`config.mk`:
```
export PLATFORM = sky130hd
export DESIGN_NAME = lsu_ctrl
export DESIGN_NICKNAME = d
export VERILOG_FILES = /design/src/rtl/lsu_pkg.sv /design/src/rtl/lsu_load_align.sv /design/src/rtl/lsu_ctrl.sv
export SDC_FILE = /design/constraint.sdc
export NUM_CORES = 1
export LEC_CHECK = 0
export BUFFER_PORTS_ARGS = -buffer_cell sky130_fd_sc_hd__buf_2
export CAP_MARGIN = 20
export CORE_ASPECT_RATIO = 1.2
export CORE_UTILIZATION = 40
export DETAILED_ROUTE_END_ITERATION = 12
export HOLD_SLACK_MARGIN = 0.15
export PLACE_DENSITY = 0.76
export SLEW_MARGIN = 20
export SYNTH_ARGS = -nofsm -noshare
export SYNTH_HDL_FRONTEND = slang
export SYNTH_SLANG_ARGS = --single-unit
```
`constraint.sdc`:
```
create_clock -name clk -period 3.08 [get_ports clk]
set_input_delay 0.308 -clock clk [delete_from_list [all_inputs] [get_ports clk]]
set_output_delay 0.308 -clock clk [all_outputs]
set_load 0.1 [all_outputs]
```
`src/rtl/lsu_pkg.sv`:
```
// Shared types and constants for the load/store unit.
// Op encoding, FSM states and byte-lane masks.
package lsu_pkg;

    typedef enum logic [2:0] {
        OP_LW  = 3'd0,
        OP_LH  = 3'd1,
        OP_LHU = 3'd2,
        OP_LB  = 3'd3,
        OP_LBU = 3'd4,
        OP_SW  = 3'd5,
        OP_SH  = 3'd6,
        OP_SB  = 3'd7
    } op_t;

    typedef enum logic [1:0] {
        S_IDLE,
        S_REQ,
        S_DONE,
        S_ERR
    } state_t;

    localparam logic [3:0] BE_BYTE = 4'b0001;
    localparam logic [3:0] BE_HALF = 4'b0011;
    localparam logic [3:0] BE_WORD = 4'b1111;

    function automatic logic is_store(op_t o);
        return (o == OP_SW) || (o == OP_SH) || (o == OP_SB);
    endfunction

    function automatic logic addr_ok(op_t o, logic [1:0] a);
        logic ok;
        ok = 1'b1;
        case (o)
            OP_LW, OP_SW:          ok = (a == 2'b00);
            OP_LH, OP_LHU, OP_SH:  ok = ~a[0];
            default:               ok = 1'b1;
        endcase
        return ok;
    endfunction

endpackage

```
`src/rtl/lsu_load_align.sv`:
```
// Load data extraction: picks the byte/halfword lane
// and sign- or zero-extends it.
module lsu_load_align
    import lsu_pkg::*;
(
    input  logic [2:0]  i_op,
    input  logic [1:0]  i_addr_lo,
    input  logic [31:0] i_mem_rdata,
    output logic [31:0] o_rdata
);

    logic [7:0]  w_byte;
    logic [15:0] w_half;
    op_t         w_op;

    always_comb begin
        w_op    = op_t'(i_op);
        w_byte  = 8'h00;
        w_half  = i_addr_lo[1] ? i_mem_rdata[31:16]
                               : i_mem_rdata[15:0];
        o_rdata = i_mem_rdata;
        case (i_addr_lo)
            2'd0:    w_byte = i_mem_rdata[7:0];
            2'd1:    w_byte = i_mem_rdata[15:8];
            2'd2:    w_byte = i_mem_rdata[23:16];
            default: w_byte = i_mem_rdata[31:24];
        endcase
        case (w_op)
            OP_LB:   o_rdata = {{24{w_byte[7]}}, w_byte};
            OP_LBU:  o_rdata = {24'h0, w_byte};
            OP_LH:   o_rdata = {{16{w_half[15]}}, w_half};
            OP_LHU:  o_rdata = {16'h0, w_half};
            default: o_rdata = i_mem_rdata;
        endcase
    end

endmodule

```
`src/rtl/lsu_ctrl.sv`:
```
// Load/store initiator: one access at a time onto a
// variable-latency memory bus, with misalign and timeout reporting.
module lsu_ctrl
    import lsu_pkg::*;
#(
    parameter int TIMEOUT = 255
) (
    input  logic        clk,
    input  logic        reset,
    input  logic        start,
    input  logic [2:0]  op,
    input  logic [31:0] addr,
    input  logic [31:0] wdata,
    output logic        busy,
    output logic        done,
    output logic [31:0] rdata,
    output logic        misalign,
    output logic        timeout,
    output logic        mem_req,
    output logic        mem_we,
    output logic [31:0] mem_addr,
    output logic [3:0]  mem_be,
    output logic [31:0] mem_wdata,
    input  logic        mem_ack,
    input  logic [31:0] mem_rdata
);

    localparam logic [9:0] CNT_LAST = 10'(TIMEOUT - 1);

    state_t      r_state;
    state_t      w_state_nxt;
    logic [2:0]  r_op;
    logic [1:0]  r_addr_lo;
    logic [9:0]  r_cnt;
    logic        r_we;
    logic [31:0] r_mem_addr;
    logic [3:0]  r_be;
    logic [31:0] r_wdata;
    logic [31:0] r_rdata;
    logic        r_misalign;
    logic        r_timeout;

    op_t         w_op;
    logic        w_accept;
    logic        w_mis_hit;
    logic        w_ack_hit;
    logic        w_tmo_hit;
    logic [3:0]  w_be;
    logic [31:0] w_wdata;
    logic [31:0] w_load_data;

    assign w_op = op_t'(op);

    lsu_load_align u_align (
        .i_op        (r_op),
        .i_addr_lo   (r_addr_lo),
        .i_mem_rdata (mem_rdata),
        .o_rdata     (w_load_data)
    );

    always_ff @(posedge clk) begin
        if (reset) r_state <= S_IDLE;
        else       r_state <= w_state_nxt;
    end

    always_comb begin
        w_state_nxt = r_state;
        w_accept    = 1'b0;
        w_mis_hit   = 1'b0;
        w_ack_hit   = 1'b0;
        w_tmo_hit   = 1'b0;
        case (r_state)
            S_IDLE, S_DONE: begin
                w_state_nxt = S_IDLE;
                if (start && addr_ok(w_op, addr[1:0])) begin
                    w_state_nxt = S_REQ;
                    w_accept    = 1'b1;
                end else if (start) begin
                    w_state_nxt = S_ERR;
                    w_mis_hit   = 1'b1;
                end
            end
            // An ack on the final counted cycle takes priority.
            S_REQ: begin
                if (mem_ack) begin
                    w_state_nxt = S_DONE;
                    w_ack_hit   = 1'b1;
                end else if (r_cnt == CNT_LAST) begin
                    w_state_nxt = S_ERR;
                    w_tmo_hit   = 1'b1;
                end
            end
            default: w_state_nxt = S_IDLE;
        endcase
    end

    always_comb begin
        w_be    = BE_WORD;
        w_wdata = 32'h0;
        case (w_op)
            OP_SB: begin
                w_be    = BE_BYTE << addr[1:0];
                w_wdata = {4{wdata[7:0]}};
            end
            OP_SH: begin
                w_be    = BE_HALF << addr[1:0];
                w_wdata = {2{wdata[15:0]}};
            end
            OP_SW:   w_wdata = wdata;
            default: w_be    = BE_WORD;
        endcase
    end

    always_ff @(posedge clk) begin
        if (reset) begin
            r_op       <= 3'd0;
            r_addr_lo  <= 2'd0;
            r_cnt      <= 10'd0;
            r_we       <= 1'b0;
            r_mem_addr <= 32'h0;
            r_be       <= 4'h0;
            r_wdata    <= 32'h0;
            r_rdata    <= 32'h0;
            r_misalign <= 1'b0;
            r_timeout  <= 1'b0;
        end else begin
            if (w_accept) begin
                r_op       <= op;
                r_addr_lo  <= addr[1:0];
                r_we       <= is_store(w_op);
                r_mem_addr <= {addr[31:2], 2'b00};
                r_be       <= w_be;
                r_wdata    <= w_wdata;
            end
            if (r_state == S_REQ && !mem_ack) r_cnt <= r_cnt + 10'd1;
            else                              r_cnt <= 10'd0;
            if (w_ack_hit)
                r_rdata <= r_we ? 32'h0 : w_load_data;
            else if (w_mis_hit || w_tmo_hit)
                r_rdata <= 32'h0;
            r_misalign <= w_mis_hit;
            r_timeout  <= w_tmo_hit;
        end
    end

    assign busy      = (r_state == S_REQ);
    assign mem_req   = (r_state == S_REQ);
    assign done      = (r_state == S_DONE) || (r_state == S_ERR);
    assign misalign  = r_misalign;
    assign timeout   = r_timeout;
    assign rdata     = r_rdata;
    assign mem_we    = r_we;
    assign mem_addr  = r_mem_addr;
    assign mem_be    = r_be;
    assign mem_wdata = r_wdata;

endmodule
```
==> results.yml <==
floorplan:
  dieArea_sq_um: 14400
  chipHeight_um: 131
  fp-row-count: 46
  die_width_um: 110
  start_util_pct: 41.6
  core_area_sq_um: 13400
  ioPinCount: 209
global_route:
  grt_max_degree: 53
  antenna_found_initial: 1
  grt_pass1_vias: 5580
  overflow: 0
  grtUsageTotal_pct: 24.2
  grt_pass1_wl_um: 27400
placed_design:
  place_hpwl_um: 11300
  gp_congestion: 0.816
  place_ws_ns: 0.661
  io_buffers: 206
  dp.cells: 958
power:
  leakage_uw: 0.00323
  powerDensity_nw_per_um2: 598
  peakVddDrop_mv: 0.457
critical_path:
  crit_arrival_ns: 2.50
  worstPathRequired_ns: 3.37
  path_max_fanout: 21
  crit_path_end_kind: "register"
  crit_type: "reg -> reg"
  start_kind: "register"
  reg2reg_slack_ns: 0.87
synthesis:
  seq_area_frac_synth_pct: 42.4
  postSynth.asyncResetShare_pct: 0
  yosys-top-cells-count: "118 x dfxtp_1, 76 x o21ai_0, 52 x a21oi_1, 43 x nand3_1, 38 x clkbuf_1"
  synth_edf_count: 0
  yosys.area.top_type: "dfxtp_1"
  synth_top_area_share_pct: 42.4
  syn_inst: 632
  yosysMostFrequentCell: "dfxtp_1"
  syn_area_sq_um: 5580
  syn_area_per_cell_sq_um: 8.82
  yosysWarnings: 0
  ys.flop_type: "dfxtp_1"
  ys_types: 49
  ys_seq_elements: 118
  synth.area.top_cells: "dfxtp_1 42%, o21ai_0 6.8%, o2bb2ai_1 5.8%, a21oi_1 4.7%, nand3_1 3.9%"
final_layout:
  layout-drive-gt1-share_pct: 32.7
  nNetsFinal: 947
  nFillCells: 1232
  area_delta_synth_final_pct: 35.7
  finalNonFillerCells: 1024
sta:
  setup_tns_ns: 0
  worst_pin_slew_ns: 0.834
  whs_ns: 0.168
  max_slew_margin_pct: 44.4
  fin_skew_ns: 0.00607
  rsz0062_at_grt: "no"
  fmax_ghz: 0.452
  drv_slew: 0
  setup_violations: 0
  setup_slack_ns: 0.869
  layout_min_cycle_time_ns: 2.21
  period_share_pct: 71.8
  final_hold_viol_count: 0
drt:
  routed-via-count: 5760
  vias_per_cell: 5.63
  drtIter0Drc: 558
  wl_um: 17300
  first_pass_iters: 5
  drc_errors: 0
  antenna_left: 0
  wl_per_cell_um: 16.9
clocking:
  cts_tree: "yes"
  clk_pin_slew_ns: 0.06
  cts_buffers: 17
  cts_root_buf: "clkbuf_16"
  clock_path_buffers: 2
  clkSinkCount: 118
  worstSkewPairLatency_ns: 0.41
  cts_max_level: 4
run_status:
  status: "finished clean"
job:
  maxCapViolCount: 0
min_path:
  hold_class: "in -> reg"
==> final timing paths <==
| check | cells after the start | from | to |
|---|---|---|---|
| setup / recovery | 4 | r_op[0] | rdata[2] |
| hold / removal | 3 | addr[14] | mem_addr[14] |
| hold reg to reg | 1 | rdata[1] | rdata[1] |
| setup reg to reg | 4 | r_op[0] | rdata[2] |
==> metrics by stage <==
step / cell area [sq um] / power (uW) / utilization (%)
floorplan: 5580 / 2430 / -
global placement: 6690 / 2660 / 49.9
detailed placement: 6690 / 2670 / 49.9
CTS: 7570 / 4540 / 56.4
global route: 7570 / 4700 / 56.4
finish: 7570 / 4520 / 56.4
==> final cells by class <==
type | instances | area, sq um | share of cell area, %
antenna | 1 | 2.50 | 0.0331
clock buffer | 23 | 468 | 6.18
clock inverter | 9 | 77.6 | 1.02
inverter | 20 | 75.1 | 0.992
multi-input combinational | 430 | 2890 | 38.2
sequential | 118 | 2360 | 31.2
tap | 168 | 210 | 2.78
timing repair buffer | 255 | 1480 | 19.6
==> report_power, final <==
part	internal [uW]	switching [uW]
clock	1140	699
combinational	267	782
sequential	1590	42.1
total	3000	1520
==> routing by layer <==
layer  share of wire (%)  track usage, %  up-vias
li1                    -               -     2767
met1                  42            29.0     2712
met2                  48            39.2      242
met3                 6.8            6.50       39
met4                 3.2            11.7        0
met5                   0               0        -
==> cells by family (layout without fill, tap and decap cells) <==
kind of cell | after synthesis | count (layout) | synth area share (%)
fa+ha+maj | 2 | 2 | 0.449
simple gates | 158 | 158 | 14.2
buf+inv | 85 | 307 | 6.44
mux | 18 | 18 | 5.03
compound gates | 241 | 241 | 30.0
other cells | 1 | 3 | 0.0673
flops | 118 | 118 | 42.4
xor+xnor | 9 | 9 | 1.41
==> cell usage in the layout (no fill, tap or decap), types with 3 or more instances in the layout <==
master and count:
a211oi_1 3, a21oi_1 52, a22o_1 16, a22oi_1 17
a2bb2oi_1 8, a32oi_1 7, and3_1 3, buf_2 206
buf_4 16, clkbuf_1 4, clkbuf_16 17, clkinv_2 5
clkinvlp_4 3, dfxtp_1 118, dlygate4sd3_1 33, inv_1 20
mux2i_1 10, mux4_2 8, nand2_1 16, nand3_1 43
nand4_1 10, nor2_1 37, nor2b_1 4, nor3_1 23
o21ai_0 76, o2bb2ai_1 37, o2bb2ai_2 10, or3_1 8
xnor2_1 5, xor2_1 4
==> critical path: stages, from the launching register on <==
cell	delay (ns)
dfxtp_1	0.78
o21ai_0	0.49
or3_1	0.43
a32oi_1	0.30
o2bb2ai_1	0.09
==> what timing repair did <==
action | CTS | global route
hold endpoints to repair | 31 | 0
hold buffers | 33 | 0
gates resized for setup | 0 | 0
buffers inserted | 0 | 0
==> flip-flops by register name (all words and copies together), names as in the netlist <==
name / count
r_op: 3
timeout: 1
mem_wdata: 32
rdata: 32
r_cnt: 10
r_state: 2
mem_addr: 30
mem_be: 4
mem_we: 1
r_addr_lo: 2
misalign: 1
No activity file was read; power rests on OpenSTA's default activity.
